<file path="src/rtl/day_11_cnt_pkg.sv">
// Shared definitions for the parametrised loadable counter.
//   MODE_* : end-of-range behaviour selectors for the MODE parameter
//   os_state_e : one-shot run state encoding
package day_11_cnt_pkg;

  localparam int MODE_WRAP    = 0;
  localparam int MODE_SAT     = 1;
  localparam int MODE_ONESHOT = 2;

  typedef enum logic [1:0] {
    ST_IDLE = 2'd0,
    ST_RUN  = 2'd1,
    ST_DONE = 2'd2
  } os_state_e;

endpackage

</file>
<file path="src/rtl/day_11_param_counter_load_next.sv">
// Combinational next-value / end-of-range unit for the loadable counter.
//   count      : current registered count (always <= MAX_VAL)
//   up_dn      : 1 = count up, 0 = count down
//   en         : step request for this cycle
//   next_count : value to register when stepping
//   at_term    : count sits at the terminal value for the current direction
//   evt        : end-of-range event (en while at terminal)
module day_11_param_counter_load_next
  import day_11_cnt_pkg::*;
#(
  parameter int              WIDTH   = 8,
  parameter longint unsigned MAX_VAL = (64'd1 << WIDTH) - 1,
  parameter int              MODE    = MODE_WRAP
) (
  input  logic [WIDTH-1:0] count,
  input  logic             up_dn,
  input  logic             en,
  output logic [WIDTH-1:0] next_count,
  output logic             at_term,
  output logic             evt
);

  localparam logic [WIDTH:0]   MAX_EXT = (WIDTH+1)'(MAX_VAL);
  localparam logic [WIDTH-1:0] MAX_W   = WIDTH'(MAX_VAL);

  logic [WIDTH:0] inc;
  logic [WIDTH:0] dec;

  always_comb begin
    inc = {1'b0, count} + 1'b1;
    dec = {1'b0, count} - 1'b1;
    // Up: terminal when one more step would pass MAX_VAL.
    // Down: terminal when the decrement borrows into the extra bit.
    at_term = up_dn ? (inc > MAX_EXT) : dec[WIDTH];
    evt     = en && at_term;

    next_count = count;
    if (en) begin
      if (!at_term) begin
        next_count = up_dn ? inc[WIDTH-1:0] : dec[WIDTH-1:0];
      end else if (MODE == MODE_WRAP) begin
        next_count = up_dn ? '0 : MAX_W;
      end
    end
  end

endmodule

</file>
<file path="src/rtl/day_11_param_counter_load.sv">
// Parametrised loadable up/down counter with wrap / saturate / one-shot
// end-of-range handling and terminal-count, wrap and sticky overflow status.
//   clk, reset  : clock, synchronous active-high reset
//   en_i        : count enable
//   load_i      : load strobe (clamped to MAX_VAL), overrides en_i
//   load_val_i  : value to load
//   up_dn_i     : direction, 1 = up
//   clr_flags_i : clears sticky ovf_o (a same-cycle set wins)
//   count_o     : registered count
//   tc_o        : combinational terminal count for the current direction
//   wrap_o      : registered one-cycle end-of-range pulse
//   ovf_o       : sticky overflow (end-of-range or clamped load)
//   busy_o      : registered one-shot RUN indicator
//
// One-shot states (MODE_ONESHOT only; other modes stay in IDLE):
//   state   | meaning
//   IDLE    | waiting for first load, en_i ignored
//   RUN     | counting on en_i, busy_o high
//   DONE    | terminal reached, count frozen until next load
module day_11_param_counter_load
  import day_11_cnt_pkg::*;
#(
  parameter int              WIDTH     = 8,
  parameter longint unsigned MAX_VAL   = (64'd1 << WIDTH) - 1,
  parameter int              MODE      = MODE_WRAP,
  parameter longint unsigned RESET_VAL = 0
) (
  input  logic             clk,
  input  logic             reset,
  input  logic             en_i,
  input  logic             load_i,
  input  logic [WIDTH-1:0] load_val_i,
  input  logic             up_dn_i,
  input  logic             clr_flags_i,
  output logic [WIDTH-1:0] count_o,
  output logic             tc_o,
  output logic             wrap_o,
  output logic             ovf_o,
  output logic             busy_o
);

  if (WIDTH < 2 || WIDTH > 32) begin : g_chk_width
    $error("WIDTH must be in 2..32");
  end
  if (MAX_VAL < 1 || MAX_VAL > ((64'd1 << WIDTH) - 1)) begin : g_chk_max
    $error("MAX_VAL must be in 1..2**WIDTH-1");
  end
  if (RESET_VAL > MAX_VAL) begin : g_chk_rst
    $error("RESET_VAL must not exceed MAX_VAL");
  end
  if (MODE < MODE_WRAP || MODE > MODE_ONESHOT) begin : g_chk_mode
    $error("MODE must be 0, 1 or 2");
  end

  localparam logic [WIDTH-1:0] MAX_W = WIDTH'(MAX_VAL);
  localparam logic [WIDTH-1:0] RST_W = WIDTH'(RESET_VAL);

  logic [WIDTH-1:0] count_q;
  logic [WIDTH-1:0] next_count;
  logic             at_term;
  logic             step_evt;
  logic             wrap_q;
  logic             ovf_q;
  logic             busy_q;
  os_state_e        state_q;

  logic             en_eff;
  logic             evt;
  logic             load_over;
  logic [WIDTH-1:0] load_clamped;

  // In one-shot mode the enable only counts while running.
  assign en_eff = en_i && !load_i && ((MODE != MODE_ONESHOT) || (state_q == ST_RUN));

  day_11_param_counter_load_next #(
    .WIDTH   (WIDTH),
    .MAX_VAL (MAX_VAL),
    .MODE    (MODE)
  ) u_next (
    .count      (count_q),
    .up_dn      (up_dn_i),
    .en         (en_eff),
    .next_count (next_count),
    .at_term    (at_term),
    .evt        (step_evt)
  );

  assign evt          = step_evt;
  assign load_over    = load_val_i > MAX_W;
  assign load_clamped = load_over ? MAX_W : load_val_i;

  always_ff @(posedge clk) begin
    if (reset) begin
      count_q <= RST_W;
      wrap_q  <= 1'b0;
      ovf_q   <= 1'b0;
      busy_q  <= 1'b0;
      state_q <= ST_IDLE;
    end else begin
      if (load_i) begin
        count_q <= load_clamped;
      end else if (en_eff) begin
        count_q <= next_count;
      end
      wrap_q <= evt;
      // Set has priority over a same-cycle clear.
      ovf_q  <= (load_i && load_over) || evt || (ovf_q && !clr_flags_i);

      if (MODE == MODE_ONESHOT) begin
        case (state_q)
          ST_IDLE: if (load_i) begin
            state_q <= ST_RUN;
            busy_q  <= 1'b1;
          end
          ST_RUN: if (evt) begin
            state_q <= ST_DONE;
            busy_q  <= 1'b0;
          end
          ST_DONE: if (load_i) begin
            state_q <= ST_RUN;
            busy_q  <= 1'b1;
          end
          default: begin
            state_q <= ST_IDLE;
            busy_q  <= 1'b0;
          end
        endcase
      end
    end
  end

  assign count_o = count_q;
  assign tc_o    = at_term;
  assign wrap_o  = wrap_q;
  assign ovf_o   = ovf_q;
  assign busy_o  = busy_q;

endmodule

</file>
<file path="config.mk">
export PLATFORM = sky130hd
export DESIGN_NAME = day_11_param_counter_load
export DESIGN_NICKNAME = d
export VERILOG_FILES = /design/src/rtl/day_11_cnt_pkg.sv /design/src/rtl/day_11_param_counter_load_next.sv /design/src/rtl/day_11_param_counter_load.sv
export SDC_FILE = /design/constraint.sdc
export NUM_CORES = 1
export LEC_CHECK = 0
export ABC_AREA = 1
export CAP_MARGIN = 10
export CELL_PAD_IN_SITES_DETAIL_PLACEMENT = 1
export CELL_PAD_IN_SITES_GLOBAL_PLACEMENT = 1
export CORE_MARGIN = 4
export CORE_UTILIZATION = 35
export DETAILED_ROUTE_END_ITERATION = 16
export DONT_BUFFER_PORTS = 1
export HOLD_SLACK_MARGIN = 0.06
export PLACE_DENSITY = 0.65
export SYNTH_ARGS = -nofsm -noshare
export SYNTH_HDL_FRONTEND = slang
export SYNTH_SLANG_ARGS = --single-unit
</file>
<file path="constraint.sdc">
create_clock -name clk -period 2.2 [get_ports clk]
set_clock_uncertainty 0.1 [all_clocks]
set_input_delay 0.22 -clock clk [delete_from_list [all_inputs] [get_ports clk]]
set_output_delay 0.22 -clock clk [all_outputs]
set_load 0.005 [all_outputs]
</file>
==> flow_summary.json <==
{
  "synth_area_leader_cell": "dfxtp_1",
  "wl_per_cell_um": 14.40,
  "yosys_register_bits": 10,
  "slew_viol_final": 0,
  "cts-root-buf": "clkbuf_4",
  "relSlewSlack": 0.5012,
  "path_common_cell": "nand2_4",
  "clk_pin_slew_ns": 0.07,
  "synth-edff-count": 0,
  "final_util": 0.4345,
  "setup_tns_ns": 0,
  "num_vias": 1043,
  "synth_area_leaders": "dfxtp_1 21%, nand2_1 20%, inv_1 8.0%, nand3_1 5.9%, a21oi_1 5.3%",
  "drt_iter0_drc": 18,
  "die_y_um": 59.82,
  "cts_buffer_depth": 2,
  "grt_pass1_vias": 1073,
  "cp_slowest_stage_delay_ns": 0.42,
  "synth_cell_types": 26,
  "peakVddDrop_mv": 0.3401,
  "p_leak_nw": 0.5058,
  "synth_warnings": 0,
  "final_antenna_net_count": 0,
  "gp_congestion": 0.7910,
  "netlist_area_um2": 939.7,
  "cp_cell_sequence": "inv_4, ha_2, or2_2, nor2_1, nand2_1, nor2_2, nand3_2, nand2_2, nand2_4, nand2_4",
  "endpoint_kind": "output port",
  "insertion_delay_ns": 0.26,
  "diodes": 0,
  "dp_cells": 185,
  "hp-class": "in2reg",
  "io_buffers": 0,
  "setup_viol": 0,
  "crit_buf_inv": 1,
  "grt_overflow": 0,
  "start_util": 0.3725,
  "antenna_found_initial": 0,
  "synth_area_per_cell_um2": 5.910,
  "dp_hpwl_um": 2223,
  "min_period_ns": 2.096,
  "cts-htree-levels": 1,
  "critPathKind": "reg2out",
  "grtUsageTotal": 0.1749,
  "tightest_slew_ns": 0.7455,
  "critical-path-top-delay-family": "simple AND/OR/NAND/NOR gates",
  "start_kind": "flip-flop",
  "core-area_um2": 2522,
  "r2r_slack_ns": 0.17,
  "die_w_um": 59.82,
  "fin_cells": 197,
  "vias_per_cell": 5.294,
  "post-route-drc-count": 0,
  "clkSinkCount": 10,
  "grt_pass1_wl_um": 4885,
  "synth-seq-area-share": 0.2130,
  "required_ns": 1.88,
  "holdWs_ns": 0.08899,
  "rows": 18,
  "fillerInstances": 361,
  "dieArea_um2": 3578,
  "synth-main-ff-cell": "dfxtp_1",
  "synth_nets": 176,
  "firstDrtPassIters": 4,
  "fmax_mhz": 477.1,
  "wl_um": 2836,
  "nNetsFinal": 185,
  "cts_tree": "done",
  "cap_violations": 0,
  "cp_max_fo": 7,
  "cts_buffers": 3,
  "powerDensity_nw_per_um2": 499.5,
  "status": "finished clean",
  "synth_cells": 159,
  "hold_violations": 0,
  "critical-path-slowest-cell": "dfxtp_4",
  "synthArstFlopShare": 0,
  "rsz0062_at_grt": "false",
  "pin_count": 26,
  "cp.arrival_ns": 1.78,
  "grt_max_degree": 12,
  "drive_gt1_frac": 0.1976,
  "min_period_over_period": 0.9526,
  "synth.top_cell.area_share": 0.2130,
  "area_delta_synth_final_pct": 16.64
}
per-stage QoR:
step | power [W] | setup WS (ns) | cell area (um^2)
2_1_floorplan | 0.0003406 | 0.2866 | 939.7
3_3_place_gp | 0.0003700 | 0.1901 | 962.2
3_5_place_dp | 0.0003723 | 0.1209 | 962.2
4_1_cts | 0.0005501 | 0.01250 | 1051
5_1_grt | 0.0005909 | 0.005192 | 1096
6_report | 0.0005474 | 0.1042 | 1096
cell type report:
class / count / area [um^2] / share of cell area
Timing Repair Buffer: 10 / 87.58 / 0.07991
Sequential cell: 10 / 207.7 / 0.1895
Clock buffer: 4 / 36.28 / 0.03311
Multi-Input combinational cell: 122 / 645.6 / 0.5890
Tap cell: 30 / 37.54 / 0.03425
Inverter: 21 / 81.33 / 0.07420
flip-flops by register name, summed over array words and instances, names as in the netlist:
register  cells
count_o       8
ovf_o         1
wrap_o        1
synthesized netlist by cell type, types with 4 or more instances:
cell type  count
nand2_1       49
nor2_2         4
a21oi_1       10
nor2_1        12
a31oi_1        4
inv_1         20
nand3_1       11
o21ai_0        4
dfxtp_1       10
nand2_2        5
routing by layer:
layer	wire (um)	track usage	part of all wire
met5	0	0	0
met4	46	0.05696	0.016
met3	107	0.02592	0.038
met2	1359	0.2994	0.48
met1	1323	0.2222	0.47
kinds of logic (layout without fill, tap and decap cells):
kind of cell | count (synthesis) | in the layout | synth area share
buffers and inverters | 27 | 35 | 0.1158
AND/OR/NAND/NOR | 90 | 90 | 0.4447
other | 1 | 1 | 0.003991
AO/OA/AOI/OAI | 28 | 28 | 0.1824
adder cells (fa/ha/maj) | 3 | 3 | 0.03995
flip-flops | 10 | 10 | 0.2130
repair_timing:
action                                 4_1_cts  5_1_grt
buffers inserted                             0        3
hold buffers                                 5        0
resized for setup                            2        7
setup endpoints to repair                    1        1
endpoints found under the hold margin       10        0
pin swaps                                    0        5
cells in the final DEF, fill, tap and decap left out, types with 3 or more instances in the layout:
cell and instances:
a21oi_1 10, a21oi_2 3, a22oi_1 3, a31oi_1 4, buf_4 5, clkbuf_4 3, dfxtp_1 8, dlygate4sd3_1 5
inv_1 19, nand2_1 49, nand2_2 5, nand3_1 11, nand4_1 3, nor2_1 12, nor2_2 4, o21ai_0 4
report_power, final:
part           total, W  internal, W  switching [W]  leakage (nW)
Clock          0.000164     0.000100      0.0000638        0.0210
Combinational  0.000160    0.0000615      0.0000989         0.401
Sequential     0.000223     0.000193      0.0000292        0.0837
Total          0.000547     0.000355       0.000192         0.506
final timing paths:
kind                                         startpoint                 endpoint  cells past startpoint
worst max-delay path            count_o[0]$_SDFFE_PP0P_                     tc_o                     10
worst min-delay path                             load_i  count_o[0]$_SDFFE_PP0P_                      2
worst max register to register  count_o[0]$_SDFFE_PP0P_  count_o[7]$_SDFFE_PP0P_                     14
worst min register to register         ovf_o$_SDFF_PP0_         ovf_o$_SDFF_PP0_                      2
Note: power is estimated with default switching activity, not from simulation.
